==> src/rtl/blinker_multi.sv <==
`timescale 1ns/1ps
`default_nettype none
// ============================================================================
// Module   : blinker_multi
// Brief    : Multi-channel LED driver (OFF/ON/BLINK/PWM) with a shared
//            prescaler tick and a valid/ready per-channel config port.
// Revision : 1.0
// ============================================================================
module blinker_multi #(
    parameter int NUM_CHANNELS = 4,
    parameter int PRESCALE     = 50000,
    parameter int PERIOD_WIDTH = 16,
    parameter int DUTY_WIDTH   = 8
) (
    input  logic                    clk,
    input  logic                    rst_n,
    input  logic                    cfg_valid,
    output logic                    cfg_ready,
    input  logic [3:0]              cfg_chan,
    input  logic [1:0]              cfg_mode,
    input  logic [PERIOD_WIDTH-1:0] cfg_period,
    input  logic [DUTY_WIDTH-1:0]   cfg_duty,
    output logic                    cfg_err,
    output logic                    tick,
    output logic [NUM_CHANNELS-1:0] out
);

    localparam int                  c_pre_w   = (PRESCALE > 1) ? $clog2(PRESCALE) : 1;
    localparam logic [c_pre_w-1:0]  c_pre_max = c_pre_w'(PRESCALE - 1);
    localparam logic [4:0]          c_num_ch  = 5'(NUM_CHANNELS);

    localparam logic [1:0] c_mode_off   = 2'd0;
    localparam logic [1:0] c_mode_on    = 2'd1;
    localparam logic [1:0] c_mode_blink = 2'd2;

    logic [c_pre_w-1:0] r_pre_cnt;
    logic               r_tick;
    logic               r_ready;
    logic               r_err;
    logic               w_accept;

    assign w_accept  = cfg_valid && r_ready;
    assign cfg_ready = r_ready;
    assign cfg_err   = r_err;
    assign tick      = r_tick;

    // Prescaler and handshake; ready drops for one cycle after every accept.
    always_ff @(posedge clk) begin
        if (!rst_n) begin
            r_pre_cnt <= '0;
            r_tick    <= 1'b0;
            r_ready   <= 1'b0;
            r_err     <= 1'b0;
        end else begin
            r_pre_cnt <= (r_pre_cnt == c_pre_max) ? '0 : r_pre_cnt + 1'b1;
            r_tick    <= (r_pre_cnt == c_pre_max);
            r_ready   <= !w_accept;
            r_err     <= w_accept && ({1'b0, cfg_chan} >= c_num_ch);
        end
    end

    generate
        for (genvar c = 0; c < NUM_CHANNELS; c++) begin : g_chan
            logic [1:0]              r_mode;
            logic [PERIOD_WIDTH-1:0] r_period;
            logic [PERIOD_WIDTH-1:0] r_cnt;
            logic [DUTY_WIDTH-1:0]   r_duty;
            logic [DUTY_WIDTH-1:0]   r_phase;
            logic [DUTY_WIDTH-1:0]   w_phase_nxt;
            logic                    r_led;
            logic                    w_load;

            assign w_load      = w_accept && (cfg_chan == 4'(c));
            assign w_phase_nxt = r_phase + 1'b1;
            assign out[c]      = r_led;

            // A load takes priority over a coincident tick for this channel only.
            always_ff @(posedge clk) begin
                if (!rst_n) begin
                    r_mode   <= c_mode_off;
                    r_period <= '0;
                    r_cnt    <= '0;
                    r_duty   <= '0;
                    r_phase  <= '0;
                    r_led    <= 1'b0;
                end else if (w_load) begin
                    r_mode   <= cfg_mode;
                    r_period <= cfg_period;
                    r_duty   <= cfg_duty;
                    r_cnt    <= '0;
                    r_phase  <= '0;
                    case (cfg_mode)
                        c_mode_off:   r_led <= 1'b0;
                        c_mode_on:    r_led <= 1'b1;
                        c_mode_blink: r_led <= 1'b1;
                        default:      r_led <= (cfg_duty != '0);
                    endcase
                end else begin
                    case (r_mode)
                        c_mode_off: r_led <= 1'b0;
                        c_mode_on:  r_led <= 1'b1;
                        c_mode_blink: begin
                            if (r_tick) begin
                                if (r_cnt == r_period) begin
                                    r_cnt <= '0;
                                    r_led <= ~r_led;
                                end else begin
                                    r_cnt <= r_cnt + 1'b1;
                                end
                            end
                        end
                        default: begin
                            // Output registered from the next phase so it tracks phase < duty.
                            if (r_tick) begin
                                r_phase <= w_phase_nxt;
                                r_led   <= (w_phase_nxt < r_duty);
                            end
                        end
                    endcase
                end
            end
        end
    endgenerate

endmodule
`default_nettype wire

==> config.mk <==
export PLATFORM = sky130hd
export DESIGN_NAME = blinker_multi
export DESIGN_NICKNAME = d
export VERILOG_FILES = /design/src/rtl/blinker_multi.sv
export SDC_FILE = /design/constraint.sdc
export NUM_CORES = 1
export LEC_CHECK = 0
export CAP_MARGIN = 40
export CORE_MARGIN = 3
export CORE_UTILIZATION = 50
export CTS_CLUSTER_DIAMETER = 120
export DETAILED_ROUTE_END_ITERATION = 10
export HOLD_SLACK_MARGIN = 0.12
export PLACE_DENSITY = 0.64
export SLEW_MARGIN = 20
export SYNTH_ARGS = -nofsm -noshare
export SYNTH_HDL_FRONTEND = slang
export SYNTH_SLANG_ARGS = --single-unit
==> constraint.sdc <==
create_clock -name clk -period 4.7 [get_ports clk]
set_input_delay 1.41 -clock clk [delete_from_list [all_inputs] [get_ports clk]]
set_output_delay 1.41 -clock clk [all_outputs]
set_load 0.005 [all_outputs]
==> run_results.csv <==
group,metric,value,unit
synthesis,seq_area_frac_synth,0.416,
setup_path,max_stage_delay,0.45,ns
setup_path,reg2reg_depth,9,
global_routing,grt_pass1_wl,40000,µm
synthesis,synth.most_common_cell,"nand2_1",
hold_path,hold_path_class,"flip-flop to flip-flop",
timing,hold_violations,0,
detailed_routing,viasPerCell,5.26,
cts,cts_resized,0,
cts,clock_latency,0.52,ns
timing,rsz0062_at_grt,"false",
synthesis,synthTopCellsByArea,"dfxtp_1 42%, nand2_1 9.3%, xor2_1 7.7%, xnor2_1 7.4%, nor2_1 5.0%",
synthesis,yosysWarnings,0,
run_status,outcome,"completed",
synthesis,ys_ff_latch,223,
detailed_routing,drtAntennaViolNets,0,
detailed_routing,first_iter_violations,480,
cells_and_area,fin_cells,1590,
synthesis,yosys_most_used_dff,"dfxtp_1",
global_routing,grt_max_degree,38,
setup_path,crit_chain,"clkdlybuf4s50_1, and4bb_1, or3b_1, buf_4, nand2_1, o21bai_2, nor2_1",
synthesis,netlist_area,0.0107,mm²
setup_path,path_delay_family,"simple AND/OR/NAND/NOR gates",
cts,hold_buffers,0,
floorplanning,die_h,153,µm
global_routing,antenna_found_initial,0,
cts,clock_tree.buffer_depth,3,
timing,tightest_slew,0.740,ns
cells_and_area,nFillCells,1917,
cells_and_area,drive_gt1_frac,0.0598,
setup_path,crit_slowest_cell,"and4bb_1",
detailed_routing,dr_total_vias,8366,
setup_path,path_buf_inv,2,
hold_path,min_from,"g_chan[2].r_duty[4]$_SDFFE_PN0P_",
cells_and_area,area_delta_synth_final,12.6,%
synthesis,synth_edf_count,0,
global_routing,track_usage,0.203,
synthesis,synth_top_area_frac,0.416,
cts,cts_setup_buffers,0,
timing,fin_skew,0.00905,ns
place,dp_hpwl,17000,µm
timing,max_slew_margin,0.507,
synthesis,synth_cells,1287,
power_and_ir_drop,ir_drop,284,µV
timing,layout_min_cycle_time,3.35,ns
timing,slew_viol_final,0,
floorplanning,die_w,153,µm
synthesis,async_reset_ff_frac,0,
floorplanning,io_pins,40,
setup_path,crit_path_end_kind,"flip-flop",
synthesis,yosysTopAreaCell,"dfxtp_1",
timing,setup_violations,0,
cts,clock_sinks,223,
setup_path,required,5.08,ns
timing,finalSetupTns,0,ns
setup_path,r2r-end,"g_chan[0].r_led$_SDFFE_PN0P_",
floorplanning,dieArea,0.0233,mm²
setup_path,worst-endpoint-arrival,3.73,ns
power_and_ir_drop,cellLeakagePower,4.48,nW
detailed_routing,drc,0,
cells_and_area,n_antenna_cell,0,
setup_path,worst-path-max-fanout,29,
cells_and_area,nets,1374,
hold_path,hold_depth,2,
cts,htreeDepth,1,
setup_path,worstSetupStartpointType,"primary input",
setup_path,rrSetupSlack,2.13,ns
floorplanning,std_cell_rows,52,
floorplanning,core-area,0.0207,mm²
place,place.gp.congestion,0.808,
timing,fin_crit_sh,0.712,
power_and_ir_drop,power,0.00398,W
detailed_routing,routedWlPerCell,15.0,µm
cts,numCtsBuffers,25,
setup_path,worstSetupPathType,"primary input to flip-flop",
synthesis,synth_commonest_cells,"266 x nand2_1, 223 x dfxtp_1, 143 x nor2_1",
timing,fmax,299,MHz
cells_and_area,post-route-util,0.584,
synthesis,avgSynthCellArea,8.34,µm²
cts,path_clk_slew,0.06,ns
power_and_ir_drop,p_per_area,329,mW/mm²
global_routing,grt.overflow.total,0,
place,dp_cells,1546,
synthesis,synth.net_count,1358,
hold_path,holdPathEnd,"g_chan[2].r_duty[4]$_SDFFE_PN0P_",
cts,cts_tree,"done",
global_routing,grt_pass1_vias,7894,
synthesis,synth.distinct_cells,60,
floorplanning,initial_core_util,0.519,
run,drv_cap,0,
place,portBuffers,39,
detailed_routing,first_pass_iters,5,
setup_path,r2r-start,"g_chan[0].r_phase[2]$_SDFFE_PP0P_",
cts,root_buffer,"clkbuf_16",
detailed_routing,wirelength,23900,µm
logic make-up (layout without fill, tap and decap cells):
| family | Yosys count | count (layout) | share of synthesized area |
|---|---|---|---|
| AND/OR/NAND/NOR | 570 | 570 | 0.241 |
| AO/OA/AOI/OAI | 157 | 157 | 0.0947 |
| flip-flops | 223 | 223 | 0.416 |
| buffers and inverters | 103 | 136 | 0.0424 |
| XOR/XNOR | 185 | 185 | 0.151 |
| multiplexers | 11 | 11 | 0.0104 |
| adder cells (fa/ha/maj) | 38 | 38 | 0.0443 |
worst max-delay path by stage:
stage | from | to | slack, ns | cells past startpoint
after global routing | cfg_chan[2] | g_chan[0].r_cnt[5]$_SDFFE_PP0P_ | 1.14 | 7
final | cfg_chan[2] | g_chan[0].r_cnt[2]$_SDFFE_PP0P_ | 1.35 | 7
after detailed placement | cfg_chan[2] | g_chan[0].r_cnt[8]$_SDFFE_PP0P_ | 0.81 | 7
after global placement | cfg_chan[2] | g_chan[0].r_cnt[14]$_SDFFE_PP0P_ | 0.84 | 7
after CTS | cfg_chan[2] | g_chan[0].r_cnt[14]$_SDFFE_PP0P_ | 1.35 | 7
after floorplan | cfg_chan[2] | g_chan[2].r_cnt[10]$_SDFFE_PP0P_ | 1.96 | 7
where the power goes:
part,total (W),internal (W),switching (W)
sequential,0.00191,0.00190,0.00000714
combinational,0.000140,0.0000533,0.0000862
clock,0.00193,0.00115,0.000776
total,0.00398,0.00311,0.000869
stage by stage:
stage	setup WS, ns	hold slack [ns]	cell area (µm²)
2_1_floorplan	1.96	0.426	10700
3_3_place_gp	0.841	0.442	11200
3_5_place_dp	0.814	0.450	11300
4_1_cts	1.35	0.458	12100
5_1_grt	1.14	0.481	12100
6_report	1.35	0.454	12100
layout by cell type (no fill, tap or decap), types with 4 or more instances in the layout:
cell type	count
inv_1	39
and3_1	20
clkdlybuf4s50_1	38
clkbuf_16	25
xnor2_1	91
clkinv_2	4
nor2_1	143
clkbuf_8	8
or3_1	4
nor4_1	12
or2_2	5
o21ai_0	11
nor2b_1	4
ha_1	38
nand3_1	26
a21boi_0	48
dfxtp_1	223
buf_4	12
xor2_1	94
mux2i_1	10
nand2_1	266
nor3_1	18
and4_1	9
nand4b_1	5
nand4_1	34
a21oi_1	70
routing by layer:
layer | GRT usage | vias up | wire length, µm
met5 | 0 | - | 0
met3 | 0.0275 | 44 | 882
li1 | - | 4304 | -
met4 | 0.0552 | 0 | 692
met2 | 0.333 | 145 | 11000
met1 | 0.281 | 3873 | 11300
worst min-delay path, delay by kind of cell (launching register included):
family             cells  cell delay (ns)
AOI/OAI and AO/OA      1             0.05
and+or+nand+nor        1             0.05
DFF                    1             0.31
cell type report:
type	instances	area [µm²]	share of cell area
clock inverter	8	73.8	0.00611
multi-input combinational	961	5820	0.481
timing repair buffer	52	495	0.0410
sequential	223	4460	0.369
clock buffer	36	747	0.0618
inverter	40	150	0.0124
tap	270	338	0.0280
sequential cells by signal, indices dropped and copies added, names as in the netlist:
register and cells:
cfg_err 1, cfg_ready 1, g_chan.r_cnt 64, g_chan.r_duty 32, g_chan.r_led 4, g_chan.r_mode 8
g_chan.r_period 64, g_chan.r_phase 32, r_pre_cnt 16, tick 1
No activity file was read; power rests on OpenSTA's default activity.
